==> src/rtl/rd_port_arbiter.sv <==
// Generic synchronous FIFO with occupancy count; head entry is visible combinationally.
// Latency: a pushed entry is visible at the head the cycle after the push edge.
// Backpressure: none internally; the caller must not push when full or pop when empty.
module rd_port_arbiter_fifo #(
    parameter int WIDTH = 8,
    parameter int DEPTH = 4,
    parameter int CNT_W = $clog2(DEPTH + 1)
) (
    input  logic             clk_i,
    input  logic             rst_i,
    input  logic             push_vld_i,
    input  logic [WIDTH-1:0] push_dat_i,
    input  logic             pop_vld_i,
    output logic             empty_o,
    output logic [WIDTH-1:0] head_dat_o,
    output logic [CNT_W-1:0] count_o
);
    localparam int PTR_W = (DEPTH > 1) ? $clog2(DEPTH) : 1;

    logic [WIDTH-1:0] mem_q [DEPTH];
    logic [PTR_W-1:0] wr_q;
    logic [PTR_W-1:0] rd_q;
    logic [CNT_W-1:0] count_q;
    logic [CNT_W-1:0] count_d;

    always_comb begin
        count_d = count_q + CNT_W'(push_vld_i) - CNT_W'(pop_vld_i);
    end

    always_ff @(posedge clk_i) begin
        if (push_vld_i) begin
            mem_q[wr_q] <= push_dat_i;
        end
    end

    always_ff @(posedge clk_i or posedge rst_i) begin
        if (rst_i) begin
            wr_q    <= '0;
            rd_q    <= '0;
            count_q <= '0;
        end else begin
            if (push_vld_i) begin
                wr_q <= wr_q + 1'b1;
            end
            if (pop_vld_i) begin
                rd_q <= rd_q + 1'b1;
            end
            count_q <= count_d;
        end
    end

    assign empty_o    = (count_q == '0);
    assign head_dat_o = mem_q[rd_q];
    assign count_o    = count_q;
endmodule

// Round-robin sharing of one fixed-latency RAM read port among NB_REQ requesters.
// Latency: accept at cycle T issues the read in T; response valid from T+RAM_LATENCY+1.
// Backpressure: credits cover in-flight reads plus queued responses, so RAM data is never dropped.
module rd_port_arbiter #(
    parameter int NB_REQ      = 4,
    parameter int ADDR_WIDTH  = 8,
    parameter int DATA_WIDTH  = 32,
    parameter int RAM_LATENCY = 2,
    parameter int FIFO_DEPTH  = 4,
    parameter int REQ_WIDTH   = $clog2(NB_REQ)
) (
    input  logic                         aclk,
    input  logic                         areset,
    input  logic [NB_REQ-1:0]            req_valid,
    output logic [NB_REQ-1:0]            req_ready,
    input  logic [NB_REQ*ADDR_WIDTH-1:0] req_addr,
    output logic [NB_REQ-1:0]            rsp_valid,
    input  logic [NB_REQ-1:0]            rsp_ready,
    output logic [DATA_WIDTH-1:0]        rsp_data,
    output logic                         ram_rden,
    output logic [ADDR_WIDTH-1:0]        ram_rdaddr,
    input  logic [DATA_WIDTH-1:0]        ram_rddata
);
    localparam int CNT_W = $clog2(FIFO_DEPTH + 1);
    localparam int ENT_W = REQ_WIDTH + DATA_WIDTH;

    logic [REQ_WIDTH-1:0]  rr_q;
    logic [REQ_WIDTH-1:0]  rr_d;
    logic [REQ_WIDTH-1:0]  gnt_idx;
    logic [NB_REQ-1:0]     grant;
    logic                  gnt_any;
    logic [CNT_W-1:0]      outst_q;
    logic [CNT_W-1:0]      outst_d;
    logic [CNT_W-1:0]      fifo_cnt;
    logic                  credit_ok;
    logic                  issue;
    logic                  push;
    logic                  pop;
    logic                  fifo_empty;
    logic [ENT_W-1:0]      head;
    logic [REQ_WIDTH-1:0]  head_idx;
    logic                  tag_vld_q [RAM_LATENCY];
    logic [REQ_WIDTH-1:0]  tag_idx_q [RAM_LATENCY];
    logic [ADDR_WIDTH-1:0] addr_a    [NB_REQ];

    function automatic logic [REQ_WIDTH-1:0] rot_idx(input logic [REQ_WIDTH-1:0] base, input int k);
        int s;
        s = int'(base) + k;
        if (s >= NB_REQ) begin
            s = s - NB_REQ;
        end
        return REQ_WIDTH'(s);
    endfunction

    always_comb begin
        for (int i = 0; i < NB_REQ; i++) begin
            addr_a[i] = req_addr[ADDR_WIDTH*i +: ADDR_WIDTH];
        end
    end

    always_comb begin
        grant   = '0;
        gnt_idx = '0;
        gnt_any = 1'b0;
        for (int k = 0; k < NB_REQ; k++) begin
            if (!gnt_any && req_valid[rot_idx(rr_q, k)]) begin
                gnt_any                 = 1'b1;
                gnt_idx                 = rot_idx(rr_q, k);
                grant[rot_idx(rr_q, k)] = 1'b1;
            end
        end
    end

    // Reset gating keeps ready low while areset is held, independent of request inputs.
    assign credit_ok = !areset &&
        (((CNT_W+1)'(outst_q) + (CNT_W+1)'(fifo_cnt)) < (CNT_W+1)'(FIFO_DEPTH));
    assign req_ready  = grant & {NB_REQ{credit_ok}};
    assign issue      = gnt_any & credit_ok;
    assign ram_rden   = issue;
    assign ram_rdaddr = issue ? addr_a[gnt_idx] : '0;

    assign push     = tag_vld_q[RAM_LATENCY-1];
    assign head_idx = head[ENT_W-1 -: REQ_WIDTH];
    assign pop      = !fifo_empty && rsp_ready[head_idx];

    always_comb begin
        rr_d    = issue ? rot_idx(gnt_idx, 1) : rr_q;
        outst_d = outst_q + CNT_W'(issue) - CNT_W'(push);
    end

    always_ff @(posedge aclk or posedge areset) begin
        if (areset) begin
            rr_q    <= '0;
            outst_q <= '0;
            for (int i = 0; i < RAM_LATENCY; i++) begin
                tag_vld_q[i] <= 1'b0;
                tag_idx_q[i] <= '0;
            end
        end else begin
            rr_q         <= rr_d;
            outst_q      <= outst_d;
            tag_vld_q[0] <= issue;
            tag_idx_q[0] <= gnt_idx;
            for (int i = 1; i < RAM_LATENCY; i++) begin
                tag_vld_q[i] <= tag_vld_q[i-1];
                tag_idx_q[i] <= tag_idx_q[i-1];
            end
        end
    end

    rd_port_arbiter_fifo #(
        .WIDTH (ENT_W),
        .DEPTH (FIFO_DEPTH),
        .CNT_W (CNT_W)
    ) u_rsp_fifo (
        .clk_i      (aclk),
        .rst_i      (areset),
        .push_vld_i (push),
        .push_dat_i ({tag_idx_q[RAM_LATENCY-1], ram_rddata}),
        .pop_vld_i  (pop),
        .empty_o    (fifo_empty),
        .head_dat_o (head),
        .count_o    (fifo_cnt)
    );

    always_comb begin
        rsp_valid = '0;
        if (!fifo_empty) begin
            rsp_valid[head_idx] = 1'b1;
        end
    end

    assign rsp_data = fifo_empty ? '0 : head[DATA_WIDTH-1:0];
endmodule

==> config.mk <==
export PLATFORM = sky130hd
export DESIGN_NAME = rd_port_arbiter
export DESIGN_NICKNAME = d
export VERILOG_FILES = /design/src/rtl/rd_port_arbiter.sv
export SDC_FILE = /design/constraint.sdc
export NUM_CORES = 1
export LEC_CHECK = 0
export ABC_AREA = 1
export ABC_CLOCK_PERIOD_IN_PS = 2500
export BUFFER_PORTS_ARGS = -buffer_cell sky130_fd_sc_hd__buf_2
export CAP_MARGIN = 10
export CORE_MARGIN = 2
export CORE_UTILIZATION = 25
export DETAILED_ROUTE_END_ITERATION = 7
export SLEW_MARGIN = 20
export SYNTH_ARGS = -nofsm -noshare
export SYNTH_HDL_FRONTEND = slang
export SYNTH_SLANG_ARGS = --single-unit
export TNS_END_PERCENT = 5
==> constraint.sdc <==
create_clock -name aclk -period 2.5 [get_ports aclk]
set_input_delay 0.25 -clock aclk [delete_from_list [all_inputs] [get_ports aclk]]
set_output_delay 0.25 -clock aclk [all_outputs]
set_load 0.005 [all_outputs]
==> impl_metrics.tcl <==
set metrics [dict create \
    fin_nets 926 \
    irDropWorstVdd_mv 0.6311 \
    period_share 1.058 \
    routed.top_layer "met5" \
    place.port_buffers 122 \
    fmaxAchievable_mhz 378.2 \
    die_x_um 172.6 \
    synth_top_area_cell "edfxtp_1" \
    crit_path_max_fanout 5 \
    grt_overflow 0 \
    met2_length_mm 8.782 \
    drtPass1Iterations 4 \
    dp.cells 1173 \
    pwr_density_cell_nw_per_um2 1308 \
    post-route-util 0.3338 \
    drv_cap 0 \
    yosys_warnings 0 \
    seq_area_frac_synth 0.6381 \
    end_kind "primary output" \
    syn_area_per_cell_sq_um 10.56 \
    power.internal_mw 7.216 \
    gp_congestion 0.7592 \
    power_switching_mw 4.953 \
    clk_latency_ns 0.42 \
    postRouteWirelength_mm 17.59 \
    hold-worst-slack_ns 0.04510 \
    die_h_um 172.6 \
    postRouteAntennaNets 0 \
    design_area_sq_um 9300 \
    violations "negative setup slack" \
    worstSetupStartpointType "flip-flop" \
    clock-sinks 154 \
    num_rows 61 \
    p_leak_nw 3.816 \
    p_sw_frac 0.4070 \
    syn_area_sq_um 7106 \
    synth_area_leaders "edfxtp_1 57%, nor2_1 7.2%, dfrtp_1 6.3%" \
    viasPerCell 4.287 \
    synth_cell_types 35 \
    wl_met1_mm 7.657 \
    slew_viol_final 0 \
    crit_arrival_ns 2.39 \
    grt_max_degree 41 \
    worst_hold_path.num_cells 1 \
    skew_ns 0.006648 \
    status "finished with violations" \
    synth_top_area_frac 0.5747 \
    synth_nets 766 \
    reg2reg_depth 13 \
    hold_path_class "input port to flip-flop" \
    finalHoldViolations 0 \
    rsz0062_at_grt "yes" \
    antenna_found_initial 1 \
    drt_iter0_markers 303 \
    vias 5251 \
    placed_cell_area_sq_um 8320 \
    pre_cts_slack_ns -0.04550 \
    clk_pin_slew_ns 0.06 \
    setup_viol 9 \
    ys_ff_latch 154 \
    fp.coreArea_sq_um 27860 \
    combPwrFrac 0.515 \
    min_period_ns 2.644 \
    instances_no_fill 1225 \
    slew_headroom 0.5270 \
    required_ns 2.25 \
    area_growth_pct 30.89 \
    met3_length_um 812 \
    mostFrequentLayoutCells "136 x edfxtp_1, 135 x nor2_1, 122 x buf_2" \
    seqPwrFrac 0.277 \
    grt_pass1_vias 5262 \
    die_area_sq_um 29790 \
    p_clk_frac 0.209 \
    path_class "flip-flop to primary output" \
    drc_errors 0 \
    worst_slack_ns -0.1444 \
    track_usage 0.1186 \
    cts_buffer_depth 2 \
    cts-htree-levels 4 \
    root_buffer "clkbuf_16" \
    hpwl_mm 11.13 \
    wl_per_cell_um 14.36 \
    ios 123 \
    start_util 0.2551 \
    tightest_slew_ns 0.7088 \
    cts_tree "done" \
    final_common_cell "edfxtp_1" \
    drive_gt1_frac 0.3227 \
    cts_buffers 17 \
    grt_pass1_wl_mm 27.81 \
    syn_inst 673 \
]
## timing repair
action,CTS,global route
resized for setup,14,41
pin swaps,15,24
setup buffers,10,5
gates cloned,2,1
hold buffers,1,0
endpoints found under the setup margin,11,15
endpoints found under the hold margin,18,0
## worst paths after layout
path	slack [ns]	to	from
min in group asynchronous	0.53	outst_q[0]	areset
max	-0.14	ram_rdaddr[3]	rr_q[0]
max reg2reg	0.01	u_rsp_fifo.count_o[2]	u_rsp_fifo.rd_q[0]
min	0.05	u_rsp_fifo.mem_q[2][21]	ram_rddata[21]
max in group asynchronous	1.48	u_rsp_fifo.rd_q[0]	areset
min reg2reg	0.35	tag_idx_q[0]	tag_idx_q[2]
## per-stage QoR
step | setup TNS [ns] | power, mW
3_5_place_dp | -0.04550 | 8.665
2_1_floorplan | -0.06203 | 6.842
4_1_cts | -1.624 | 11.75
5_1_grt | -2.436 | 13.10
3_3_place_gp | -0.005125 | 8.597
6_report | -1.007 | 12.17
## logic make-up after synthesis
| group | share of synthesized area |
|---|---|
| fa+ha+maj | 0.03557 |
| simple gates | 0.1712 |
| xor+xnor | 0.007397 |
| flops | 0.6381 |
| compound gates | 0.09245 |
| buf+inv | 0.05529 |
## registers in the layout (all words and copies together), names as in the netlist
name	cells
outst_q	3
push	1
rr_q	2
tag_idx_q	4
tag_vld_q	1
u_rsp_fifo.count_o	3
u_rsp_fifo.mem_q	136
u_rsp_fifo.rd_q	2
u_rsp_fifo.wr_q	2
## power groups by stage
stage | Combinational [mW] | Clock (mW) | Sequential, mW
CTS | 5.79 | 2.60 | 3.36
global placement | 5.19 | 0 | 3.40
floorplan | 3.48 | 0 | 3.36
global route | 6.97 | 2.72 | 3.41
finish | 6.26 | 2.54 | 3.37
detailed placement | 5.25 | 0 | 3.41
## cell usage after synthesis (all sizes together)
cell / number
nand3: 41
nor3: 5
fa: 2
inv: 67
xor2: 3
edfxtp: 136
a31oi: 2
ha: 17
a21oi: 42
a22oi: 3
buf: 9
a21boi: 1
o21ai: 76
clkinv: 1
xnor2: 3
dfrtp: 18
nand3b: 8
nand2: 76
nor2: 138
a32oi: 1
clkbuf: 21
or2: 3
## area by class of cell
class	count	area [sq um]
sequential	154	4537
antenna	1	2.502
inverter	68	262.8
clock inverter	10	73.82
fill	2803	18560
tap	378	473.0
multi-input combinational	424	2419
timing repair buffer	168	1003
clock buffer	22	529.3
## critical path, cell delays in order, from the launching register on
cell,delay [ns]
dfrtp_2,0.41
inv_6,0.05
ha_4,0.31
nand3_2,0.10
o21ai_4,0.08
inv_2,0.06
nand3_4,0.14
nor2_4,0.06
buf_4,0.14
a21oi_4,0.23
nand3_1,0.13
a21oi_2,0.13
buf_2,0.12
## per-layer routing
| metal | track usage | up-vias |
|---|---|---|
| met4 | 0.03917 | 2 |
| li1 | - | 2608 |
| met3 | 0.02770 | 29 |
| met5 | 0 | - |
| met2 | 0.2077 | 151 |
| met1 | 0.1436 | 2461 |
Note: power is estimated with default switching activity, not from simulation.
